<file path="config.mk">
export PLATFORM = sky130hd
export DESIGN_NAME = alu_seq
export DESIGN_NICKNAME = d
export VERILOG_FILES = /design/src/rtl/alu_seq.sv
export SDC_FILE = /design/constraint.sdc
export NUM_CORES = 1
export LEC_CHECK = 0
export CAP_MARGIN = 25
export CORE_AREA = 2 2 140 142
export DETAILED_ROUTE_END_ITERATION = 12
export DIE_AREA = 0 0 142 144
export PLACE_DENSITY = 0.56
export SLEW_MARGIN = 10
export SYNTH_ARGS = -nofsm -noshare
export SYNTH_HDL_FRONTEND = slang
export SYNTH_SLANG_ARGS = --single-unit
</file>
<file path="constraint.sdc">
create_clock -name clk -period 3.4 [get_ports clk]
set_input_delay 1.02 -clock clk [delete_from_list [all_inputs] [get_ports clk]]
set_output_delay 1.02 -clock clk [all_outputs]
set_load 0.005 [all_outputs]
</file>
<file path="src/rtl/alu_seq.sv">
// alu_seq: multi-cycle ALU between the register file and writeback.
//
// One operation is accepted per start (when idle). Single-cycle operations
// complete on the accepting edge. MUL (shift-add) and DIV (restoring) take
// WIDTH further cycles. done pulses for one cycle when result and flags are
// valid. Outputs hold their values until the next completion or reset.
//
// Ports:
//   clk          system clock
//   rst          synchronous active-high reset
//   start        request, accepted when busy=0
//   op           6-bit opcode, sampled at acceptance
//   a, b         operands, sampled at acceptance
//   result       primary result
//   result_hi    MUL upper product half / DIV remainder / 0
//   busy         iterative operation in progress
//   done         one-cycle completion pulse
//   zero         result==0
//   carry        ADD carry-out / SUB borrow
//   overflow     ADD/SUB signed overflow, MUL upper half non-zero
//   div_by_zero  DIV with b==0
//   illegal_op   unrecognised opcode
module alu_seq #(
   parameter int WIDTH = 8,
   parameter int SHW   = $clog2(WIDTH) + 1
) (
   input  logic             clk,
   input  logic             rst,
   input  logic             start,
   input  logic [5:0]       op,
   input  logic [WIDTH-1:0] a,
   input  logic [WIDTH-1:0] b,
   output logic [WIDTH-1:0] result,
   output logic [WIDTH-1:0] result_hi,
   output logic             busy,
   output logic             done,
   output logic             zero,
   output logic             carry,
   output logic             overflow,
   output logic             div_by_zero,
   output logic             illegal_op
);

   localparam int CNT_W = $clog2(WIDTH);
   localparam logic [CNT_W-1:0] LAST_ITER = CNT_W'(WIDTH - 1);

   localparam logic [5:0] OP_ADD = 6'b000000;
   localparam logic [5:0] OP_SUB = 6'b000001;
   localparam logic [5:0] OP_MUL = 6'b000010;
   localparam logic [5:0] OP_DIV = 6'b000011;
   localparam logic [5:0] OP_CMP = 6'b000100;
   localparam logic [5:0] OP_NOT = 6'b001000;
   localparam logic [5:0] OP_AND = 6'b001001;
   localparam logic [5:0] OP_OR  = 6'b001010;
   localparam logic [5:0] OP_XOR = 6'b001011;
   localparam logic [5:0] OP_SHL = 6'b010000;
   localparam logic [5:0] OP_SHR = 6'b010001;
   localparam logic [5:0] OP_SAR = 6'b010010;

   typedef enum logic [1:0] {S_IDLE, S_MUL, S_DIV} state_t;

   // Everything that is registered together at a completing edge.
   typedef struct packed {
      logic [WIDTH-1:0] result;
      logic [WIDTH-1:0] result_hi;
      logic             zero;
      logic             carry;
      logic             overflow;
      logic             div_by_zero;
      logic             illegal_op;
   } out_t;

   state_t           state;
   logic [CNT_W-1:0] cnt;
   logic [WIDTH-1:0] opnd;    // multiplicand (MUL) or divisor (DIV)
   logic [WIDTH-1:0] acc_hi;  // MUL: running upper product half
   logic [WIDTH-1:0] acc_lo;  // MUL: multiplier/low product; DIV: dividend/quotient
   logic [WIDTH-1:0] rem;     // DIV: partial remainder (always < divisor)
   out_t             out_q;

   // ---------------- single-cycle datapath ----------------
   out_t             sc_out;
   logic [WIDTH:0]   add_full;
   logic [WIDTH:0]   sub_full;
   logic [SHW-1:0]   shamt;

   // NOTE: every signal written in always_comb is given a default first so
   // that no path leaves it unassigned, which would infer a latch.
   always_comb begin
      sc_out   = '0;
      add_full = {1'b0, a} + {1'b0, b};
      sub_full = {1'b0, a} - {1'b0, b};
      shamt    = b[SHW-1:0];
      case (op)
         OP_ADD: begin
            sc_out.result   = add_full[WIDTH-1:0];
            sc_out.carry    = add_full[WIDTH];
            sc_out.overflow = (a[WIDTH-1] == b[WIDTH-1]) &&
                              (add_full[WIDTH-1] != a[WIDTH-1]);
         end
         OP_SUB: begin
            sc_out.result   = sub_full[WIDTH-1:0];
            sc_out.carry    = sub_full[WIDTH];  // borrow: a < b unsigned
            sc_out.overflow = (a[WIDTH-1] != b[WIDTH-1]) &&
                              (sub_full[WIDTH-1] != a[WIDTH-1]);
         end
         OP_MUL: begin
            // Always iterative; nothing to produce here.
         end
         OP_DIV: begin
            // Only used when b==0; non-zero divisors iterate.
            sc_out.result      = '1;
            sc_out.result_hi   = a;
            sc_out.div_by_zero = 1'b1;
         end
         OP_CMP: begin
            if (a > b)      sc_out.result[1:0] = 2'b01;
            else if (a < b) sc_out.result[1:0] = 2'b10;
         end
         OP_NOT: sc_out.result = ~a;
         OP_AND: sc_out.result = a & b;
         OP_OR:  sc_out.result = a | b;
         OP_XOR: sc_out.result = a ^ b;
         // Shift amounts >= WIDTH naturally give 0 (or all sign bits for SAR).
         OP_SHL: sc_out.result = a << shamt;
         OP_SHR: sc_out.result = a >> shamt;
         OP_SAR: sc_out.result = $unsigned($signed(a) >>> shamt);
         default: sc_out.illegal_op = 1'b1;
      endcase
      sc_out.zero = (sc_out.result == '0) && !sc_out.illegal_op;
   end

   // ---------------- MUL iteration (shift-add, LSB first) ----------------
   out_t             mul_out;
   logic [WIDTH:0]   mul_sum;
   logic [WIDTH-1:0] mul_hi_nxt;
   logic [WIDTH-1:0] mul_lo_nxt;

   always_comb begin
      mul_sum    = {1'b0, acc_hi} + (acc_lo[0] ? {1'b0, opnd} : '0);
      mul_hi_nxt = mul_sum[WIDTH:1];
      mul_lo_nxt = {mul_sum[0], acc_lo[WIDTH-1:1]};
      mul_out           = '0;
      mul_out.result    = mul_lo_nxt;
      mul_out.result_hi = mul_hi_nxt;
      mul_out.zero      = (mul_lo_nxt == '0);
      mul_out.overflow  = (mul_hi_nxt != '0);
   end

   // ---------------- DIV iteration (restoring, MSB first) ----------------
   out_t             div_out;
   logic [WIDTH:0]   div_shift;  // WIDTH+1-bit partial remainder
   logic [WIDTH:0]   div_diff;
   logic             div_ge;
   logic [WIDTH-1:0] rem_nxt;
   logic [WIDTH-1:0] quo_nxt;

   always_comb begin
      div_shift = {rem, acc_lo[WIDTH-1]};
      div_diff  = div_shift - {1'b0, opnd};
      // div_shift < 2*divisor, so the subtraction succeeds when the shifted
      // value reaches 2^WIDTH or the difference does not wrap negative.
      div_ge    = div_shift[WIDTH] | ~div_diff[WIDTH];
      rem_nxt   = div_ge ? div_diff[WIDTH-1:0] : div_shift[WIDTH-1:0];
      quo_nxt   = {acc_lo[WIDTH-2:0], div_ge};
      div_out           = '0;
      div_out.result    = quo_nxt;
      div_out.result_hi = rem_nxt;
      div_out.zero      = (quo_nxt == '0);
   end

   // ---------------- control and state ----------------
   // NOTE: sequential state uses non-blocking assignments so every register
   // samples the pre-edge values, independent of statement order.
   always_ff @(posedge clk) begin
      if (rst) begin
         // NOTE: the datapath registers are cleared too; they feed nothing
         // visible until reloaded, but a fully known state eases debug.
         state  <= S_IDLE;
         cnt    <= '0;
         opnd   <= '0;
         acc_hi <= '0;
         acc_lo <= '0;
         rem    <= '0;
         out_q  <= '0;
         done   <= 1'b0;
      end else begin
         done <= 1'b0;
         case (state)
            S_IDLE: begin
               if (start) begin
                  if (op == OP_MUL) begin
                     opnd   <= a;
                     acc_hi <= '0;
                     acc_lo <= b;
                     cnt    <= '0;
                     state  <= S_MUL;
                  end else if (op == OP_DIV && b != '0) begin
                     opnd   <= b;
                     rem    <= '0;
                     acc_lo <= a;
                     cnt    <= '0;
                     state  <= S_DIV;
                  end else begin
                     out_q <= sc_out;
                     done  <= 1'b1;
                  end
               end
            end
            S_MUL: begin
               acc_hi <= mul_hi_nxt;
               acc_lo <= mul_lo_nxt;
               cnt    <= cnt + 1'b1;
               if (cnt == LAST_ITER) begin
                  out_q <= mul_out;
                  done  <= 1'b1;
                  cnt   <= '0;
                  state <= S_IDLE;
               end
            end
            S_DIV: begin
               rem    <= rem_nxt;
               acc_lo <= quo_nxt;
               cnt    <= cnt + 1'b1;
               if (cnt == LAST_ITER) begin
                  out_q <= div_out;
                  done  <= 1'b1;
                  cnt   <= '0;
                  state <= S_IDLE;
               end
            end
            default: state <= S_IDLE;
         endcase
      end
   end

   assign busy        = (state != S_IDLE);
   assign result      = out_q.result;
   assign result_hi   = out_q.result_hi;
   assign zero        = out_q.zero;
   assign carry       = out_q.carry;
   assign overflow    = out_q.overflow;
   assign div_by_zero = out_q.div_by_zero;
   assign illegal_op  = out_q.illegal_op;

endmodule

</file>
==> key figures <==
Timing
  • Fmax: 305.0 MHz
  • Final setup vio count: 0
  • Clock skew: between 0.005 and 0.006 ns
  • Min Tclk post-route: approximately 3.3 ns
  • Final period util: 0.9644
  • Max Slew Vio Count: 0
  • Worst-Margin Slew: 0.7528 ns
  • Max transition margin: 0.4981
  • Final worst setup slack: 0.1212 ns
  • Hold Vio Cnt, Final: 0
  • RSZ-0062 raised after global routing: no

Route
  • Drc violations: 0
  • DRT Pass-1 Iters: 5
  • Via count: roughly 6,400
  • Final WL: 21,030 µm
  • Remaining antenna violation count: 0
  • Starting DRT DRC Count: between 400 and 500
  • Vias per inst: 5.488
  • Wire per inst: 18.12 µm

Layout
  • Nets@finish: a little under 1,000
  • Fin util: 0.4135
  • Fraction of layout cells with a size suffix above 1: 0.2524
  • Final cell count without fillers: 1,161
  • N_diodes: 0
  • Most frequent cells in the layout: buf_4, nor2_1, a21oi_1, nand2_1, dfxtp_1
  • Commonest non-fill, non-tap cell in the layout: buf_4
  • Fin area: 0.007890 mm²
  • Area delta synth->final: 40.92%

Clock tree
  • CTS tree: done
  • Sink Count: 59
  • Reg clk slew, reported paths: ~0.05 ns
  • Post-CTS Hold Buffers: 0
  • TritonCTS Buffers: 9
  • H-tree depth: 3
  • Max Buffers Root-to-Sink: 2
  • Clock Tree Root: clkbuf_16
  • Clk_lat worst skew: roughly 0.34 ns

Logic synthesis
  • Post-Synthesis Mean Instance Area: 7.416 µm²
  • Syn_nets: 831
  • Post-synth EDFFs: 0
  • Mapped Area: 0.005599 mm²
  • Ys flop type: dfxtp_1
  • Yosys warning total: 0
  • Synth unique cells: 72
  • Ys async rst share: 0
  • Flops & latches, synth: 59
  • Post-Syn Instances: around 760
  • Sequential area share after synthesis: 0.2109

Global route
  • First-pass GRT wire length: 32,650 µm
  • GR Util All Layers: 0.2050
  • Largest net degree at the start of global routing: 35
  • Global-route congestion overflow total: 0
  • Initial antenna violation count: 0
  • Vias in the first global route: between 5,000 and 6,000

Floorplan
  • DIE HEIGHT: 144 µm
  • Core outline area: between 0.015 and 0.02 mm²
  • Row count: 51
  • Ports: 48
  • Die width: ~140 µm
  • Die area: 0.02045 mm²
  • Initial core utilization: 0.2935

Placed design
  • Placed Area: 0.007355 mm²
  • RePlAce Congestion: 1.050
  • Worst slack, placed: -0.5511 ns
  • Port bufs: 47
  • Dpl cells: 1,144
  • Post-DP HPWL: 16,810 µm

Setup path
  • Worst r2r dst: result_hi[6]
  • Crit Reg-Reg Startpoint: acc_lo[7]
  • CP Data Required Time: 3.67 ns
  • WS Path Type: in2reg
  • Reg2reg path depth: 12
  • Critical-path maximum fanout: 8
  • Worst setup EP type: flip-flop
  • R2R setup slack: 0.41 ns
  • Critical Path Source Type: input port
  • CP arrival: about 3.5 ns

Pwr
  • Leakage: around 0.0033 µW
  • Pwr Density: about 340 mW/mm²
  • VDD IR max: 211.8 µV
  • PnR Total Power: around 2700 µW

Min path
  • Hold Path Origin: result[5]
  • Worst min-delay path category: reg2reg
  • Hold-critical path endpoint: result[5]
  • Hold Path Stages: 2

Flow run
  • Max Cap Violations: 0

Status
  • Status: finished clean
[flip-flops by register name, summed over array words and instances, names as in the netlist]
signal and cells:
state 2, acc_hi 8, zero 1, acc_lo 8, done 1, illegal_op 1, rem 8, cnt 3
result 8, carry 1, overflow 1, result_hi 8, div_by_zero 1, opnd 8
[synthesized netlist by cell type (all sizes together) (9+ instances only)]
library cell  instances  area share
ha                   47        0.11
dfxtp                59        0.21
nor3                 22       0.020
clkbuf               43       0.029
nand3                14       0.013
a31oi                10       0.011
o211ai               16       0.021
nand2                63       0.042
mux2i                14       0.025
o21ai                35       0.031
nor2                112       0.076
xnor2                11       0.017
and2                 11       0.012
inv                  40       0.027
a21oi                73       0.065
nor2b                 9       0.010
buf                  10       0.012
a211oi               22       0.030
[worst max-delay path: stages]
cell,delay (ns)
clkdlybuf4s50_1,0.43
buf_4,0.18
or4_1,0.59
nor3_1,0.39
a221oi_1,0.15
o22ai_1,0.14
nor3_1,0.09
nand4_1,0.16
buf_4,0.14
o211ai_1,0.08
a21oi_1,0.17
[per-layer routing]
metal  part of all wire  GRT usage  vias up
met3              0.070    0.03940       41
li1                   -          -     3084
met1               0.46     0.2784     2989
met5                  0          0        -
met2               0.44     0.3277      258
met4              0.024    0.06632        0
[cell type report]
type	instances	area, µm²
Clock buffer	9	225.2
Clock inverter	7	92.59
Inverter	42	157.7
Sequential cell	59	1181
Multi-Input combinational cell	601	4217
Timing Repair Buffer	205	1719
Tap cell	238	297.8
Fill cell	1921	11190
[kinds of logic (layout without fill, tap and decap cells)]
group,count (synthesis),count (layout),share of synthesized area
fa+ha+maj,51,51,0.1193
buf+inv,95,263,0.06905
flops,59,59,0.2109
simple gates,279,279,0.2364
mux,25,25,0.06324
xor+xnor,15,15,0.02346
compound gates,231,231,0.2775
[stage by stage]
stage | setup TNS [ns] | hold WS, ns
after global placement | -6.789 | 0.4410
after CTS | -0.03192 | 0.4551
after global routing | 0 | 0.4739
after floorplan | 0 | 0.4361
after detailed placement | -8.117 | 0.4471
final | 0 | 0.4514
[how the worst max path moves through the flow]
stage	startpoint	end	slack, ns	cells after the start
finish	op[3]	result[2]	0.12	11
global route	a[3]	zero	0.005	12
CTS	a[0]	zero	-0.03	12
detailed placement	b[5]	zero	-0.55	11
global placement	b[5]	zero	-0.46	11
floorplan	b[2]	zero	0.07	11
[power by group]
group,internal (µW),switching (µW)
Clock,638,339
Sequential,727,27.9
Combinational,444,478
[repair_timing]
| action | CTS | global route |
|---|---|---|
| pin swaps | 1 | 12 |
| gates resized for setup | 10 | 40 |
| setup buffers | 0 | 1 |
| endpoints found under the setup margin | 7 | 12 |
(Power assumes the default switching activity.)
==> RTL change 1, RTL diff (config.mk and constraints unchanged) <==
Remove the case item `OP_SHL` of the case on `op`.
--- a/src/rtl/alu_seq.sv
+++ b/src/rtl/alu_seq.sv
@@ -123,5 +123,4 @@
          OP_XOR: sc_out.result = a ^ b;
          // Shift amounts >= WIDTH naturally give 0 (or all sign bits for SAR).
-         OP_SHL: sc_out.result = a << shamt;
          OP_SHR: sc_out.result = a >> shamt;
          OP_SAR: sc_out.result = $unsigned($signed(a) >>> shamt);
Function: changed (a bounded check fails within 4 cycles, from zero or initial values and one cycle with rst high).
==> RTL change 1 against the original RTL <==
Die area unchanged. Sequential share of layout area about the same. Via count increased by 0.96%. Worst hold slack improved by 3.5 ps. Worst setup slack got worse by 48 ps. Utilization increased by 0.085 points. Count of clock-buffer cells in the layout unchanged. Wire length increased by 3.3%. Cell area increased by 0.21%. Total power decreased by 3.3%. Combinational power decreased by 9.1%. Synthesized area increased by 1.9%. Sequential cell count unchanged. Final cell count decreased by 0.17%.
==> RTL change 1: results (changes against the original RTL) <==
[worst_setup_path]
reg2reg_to=overflow$_SDFFE_PP0P_
cp.arrival_ps=3600  ; +60 ps
cp_max_fo=4  ; -4
rr_startpoint=acc_lo[0]$_SDFFE_PP0P_
r2r_cells=10  ; -2
r2r_setup_slack_ps=260  ; -150 ps
crit_end=zero$_SDFFE_PP0P_
cp-startpoint=b[2]

[place]
gp_congestion=0.9281  ; -12%
numPlacedInstances=1140  ; -0.35%
pre_cts_ws_ps=-486.4  ; +64.64 ps
dp_hpwl_mm=17.31  ; +3.0%

[clock_network]
clkTransAtPathRegs_ps=60
clk_latency_ps=350

[final_layout]
fin_cells=1159  ; -0.17%
drive_above_1_share=0.2649  ; +0.01249
fill_cells=1936  ; +0.78%

[logic_synthesis]
synth.net_count=826  ; -0.60%
yosys-top-cells-area=dfxtp_1 21%, ha_1 10%, a21oi_1 5.6%, nor2_1 4.9%, nand2_1 4.3%
synth_common_cells=74 x nor2_1, 65 x nand2_1, 64 x a21oi_1, 59 x dfxtp_1, 46 x ha_1
syn_area_per_cell_um2=7.597  ; +2.4%
ys_seq_area_frac=0.2070  ; -0.003932
synth_cell_types=82  ; +14%

[drt]
wl_per_cell_um=18.74  ; +3.5%
drt-initial-drc-count=547  ; +12%
drtPass1Iterations=6  ; +1
viasPerCell=5.550  ; +1.1%

[power]
ir_drop_uv=255.9  ; +21%

[timing]
worst_slew_pin_slew_ps=614.4  ; -138.4 ps
fin_worst_skew_ps=9.381  ; +3.678 ps
fmax_mhz=300.6  ; -1.4%
holdWs_ps=454.8  ; +3.484 ps

[worst_hold_path]
hold_start=result[2]$_SDFFE_PP0P_

[global_route]
grt_pass1_wl_mm=34.82  ; +6.7%
grt_pass1_vias=6362  ; +6.1%
grt_usage=0.2199  ; +0.01492
grt_max_degree=32  ; -8.6%

[run_status]
status=finished, final reports clean

==> RTL change 1: changes by cell type after synthesis, moves of 8 or more <==
cell      change
clkbuf_1      -8
a21o_1        +8
nor2_1       -37
a21oi_1       -9
a22oi_1       +8
a211oi_1      +8
==> RTL change 1: cell type report <==
cell class	instances	area share
Inverter	43	0.02089
Tap cell	238	0.03766
Clock inverter	7	0.01171
Clock buffer	9	0.02849
Sequential cell	59	0.1494
Multi-Input combinational cell	598	0.5409
Timing Repair Buffer	205	0.2110
==> RTL change 1: metrics by stage <==
step | setup TNS [ps] | cell area (um2)
3_3_place_gp | -7746 | 7423
6_report | 0 | 7906
4_1_cts | 0 | 7801
5_1_grt | -19.20 | 7906
3_5_place_dp | -8890 | 7423
2_1_floorplan | -99.59 | 5742
==> RTL change 1: logic make-up after synthesis <==
logic type	share of synthesized area
mux	0.07061
fa+ha+maj	0.1149
flops	0.2070
xor+xnor	0.01228
compound gates	0.2972
buf+inv	0.06776
simple gates	0.2303
==> RTL change 1: per-layer routing <==
metal / part of all wire / GRT usage / routed length [um] / up-vias
li1: - / - / - / 3118
met1: 0.45 / 0.2965 / 9852 / 3053
met2: 0.46 / 0.3588 / 10040 / 222
met3: 0.056 / 0.03377 / 1223 / 40
met4: 0.028 / 0.07526 / 604 / 0
met5: 0 / 0 / 0 / -
==> RTL change 1: power groups by stage <==
stage	logic, mW	registers [mW]	clock network (mW)
global placement	0.800	0.754	0
floorplan	0.421	0.751	0
detailed placement	0.799	0.754	0
finish	0.837	0.739	0.987
CTS	0.815	0.739	1.00
global route	0.908	0.743	1.03
==> RTL change 1: what timing repair did <==
action	CTS	global route
gates resized for setup	19	28
pin swaps	8	10
setup buffers	1	1
endpoints found under the setup margin	5	10
cloned	0	0
==> RTL change 2, RTL diff (same flow settings) <==
Made on the original files. `WIDTH`: 8 -> 4.
--- a/src/rtl/alu_seq.sv
+++ b/src/rtl/alu_seq.sv
@@ -22,5 +22,5 @@
 //   illegal_op   unrecognised opcode
 module alu_seq #(
-   parameter int WIDTH = 8,
+   parameter int WIDTH = 4,
    parameter int SHW   = $clog2(WIDTH) + 1
 ) (
Ports: changed (resized a, b, result and result_hi); port bits go from 48 to 32. The function was not compared with the original's and may differ.
==> RTL change 2 against the original RTL <==
Maximum frequency up 1.3%. Non-clock buffer count down 102. Total power down 42%. Clock skew about the same. Worst setup slack better by 42 ps. Synthesized area down 45%. Wire length down 50%. Sequential cell count down 25. Cell area down 45%. Critical endpoint is now zero$_SDFFE_PP0P_. Highest routed layer unchanged.
==> RTL change 2: results (changes against the original RTL) <==
[run_status]
status=finished, final reports clean

[place]
port_buffers=31  ; -34%
place_area_um2=4114  ; -44%
gp_congestion=0.9064  ; -14%
pre_cts_ws_ps=-465.3  ; +85.74 ps
dp_hpwl_mm=8.525  ; -49%
numPlacedInstances=729  ; -36%

[power]
leakage_nw=1.766  ; -47%
ir_drop_uv=217.2  ; +2.5%
p_switching_uw=466.7  ; -45%

[worst_setup_path]
reg2reg_to=zero$_SDFFE_PP0P_
r2r_setup_slack_ps=1010  ; +600 ps
rr_startpoint=opnd[2]$_SDFFE_PP0P_
cp.arrival_ps=3430  ; -110 ps
cp_max_fo=8  ; unchanged
r2r_cells=9  ; -3
cp-startpoint=a[2]

[drt]
highest_layer=met4
drtPass1Iterations=5  ; unchanged
drt-initial-drc-count=214  ; -56%
viasPerCell=4.505  ; -18%
wl_met3_um=537  ; -64%
wirelength_mm=10.58  ; -50%
m1WireLength_mm=4.691  ; -52%
wl_met2_mm=5.115  ; -45%

[final_layout]
drive_above_1_share=0.1924  ; -0.06005
fin_cells=737  ; -37%
nets=545  ; -45%
fill_cells=2088  ; +8.7%
antenna_cells=0  ; unchanged

[logic_synthesis]
synth_cell_types=70  ; -2.8%
synth.net_count=463  ; -44%
ys_seq_area_frac=0.2191  ; +0.008140
async_flop_share=0  ; unchanged
yosys-top-cells-area=dfxtp_1 22%, ha_1 10%, a21oi_1 6.3%, nor2_1 6.2%, nand2_1 5.2%
syn_inst=416  ; -45%
synth_ff_type=dfxtp_1
yosys_warnings=0  ; unchanged
synth_common_cells=51 x nor2_1, 43 x nand2_1, 39 x a21oi_1, 34 x dfxtp_1, 26 x ha_1

[clock_network]
htreeDepth=2  ; -1
root_buffer=clkbuf_16
cts_buffers=5  ; -4
clk_latency_ps=280  ; -60 ps
cts_setup_buffers=0  ; unchanged
max-clock-path-buffers=2  ; unchanged

[timing]
slew_headroom=0.6064  ; +0.1082
holdWs_ps=469.0  ; +17.66 ps
fin_worst_skew_ps=5.531  ; -0.1720 ps
fin_ws_ps=163.3  ; +42.06 ps

[global_route]
grt_antenna_before_repair=0  ; unchanged
grtUsageMet1=0.1298  ; -0.1486
grt_pass1_vias=3224  ; -46%
grt_usage=0.1052  ; -0.09980
gr-usage-met2=0.1869  ; -0.1409
use_met3=0.01722  ; -0.02219
grt_pass1_wl_mm=16.99  ; -48%

[worst_hold_path]
min_path_cells=2  ; unchanged
hold_start=result[3]$_SDFFE_PP0P_
hold_path_end=result[3]$_SDFFE_PP0P_

-- RTL change 2: cell count changes after synthesis, moves of 8 or more --
cell,change
clkbuf_1,-27
xnor2_1,-8
inv_1,-16
o21ai_0,-19
a211oi_1,-13
dfxtp_1,-25
nor3_1,-8
a21oi_1,-34
nor2_1,-60
ha_1,-21
o211ai_1,-13
nand2_1,-20
-- RTL change 2: timing repair --
action                     CTS  global route
pin swaps                    0             1
resized for setup            3             8
hold endpoints to repair     0             0
setup endpoints to repair    2             3
-- RTL change 2: worst max-delay path: stages --
cell and delay [ps]:
clkdlybuf4s50_1 480, inv_1 60, ha_1 410, inv_1 210, o21bai_1 120, a221oi_1 350
o2111ai_1 200, nor4_1 220, nand3_1 110, a311oi_1 250
-- RTL change 2: power by group through the flow --
stage / Combinational (mW) / Sequential, mW / Clock [mW]
floorplan: 0.255 / 0.455 / 0
global placement: 0.473 / 0.460 / 0
detailed placement: 0.471 / 0.460 / 0
CTS: 0.480 / 0.452 / 0.611
global route: 0.525 / 0.457 / 0.626
finish: 0.482 / 0.451 / 0.604
-- RTL change 2: layout make-up --
cell class                      count  area, um2  area share
Clock inverter                      3      68.82     0.01583
Inverter                           24      90.09     0.02072
Tap cell                          238      297.8     0.06849
Clock buffer                        5      125.1     0.02878
Sequential cell                    34      680.7      0.1565
Timing Repair Buffer              103      858.3      0.1974
Multi-Input combinational cell    330       2227      0.5122
-- RTL change 2: kinds of logic (layout without fill, tap and decap cells) --
group,after synthesis,in the layout,share of synthesized area
AOI/OAI and AO/OA,116,116,0.2557
xor gates and xnor gates,5,5,0.01410
adders and majority gates,30,30,0.1305
buffers and inverters,52,135,0.07451
DFF,34,34,0.2191
muxes,11,11,0.03947
and+or+nand+nor,168,168,0.2666
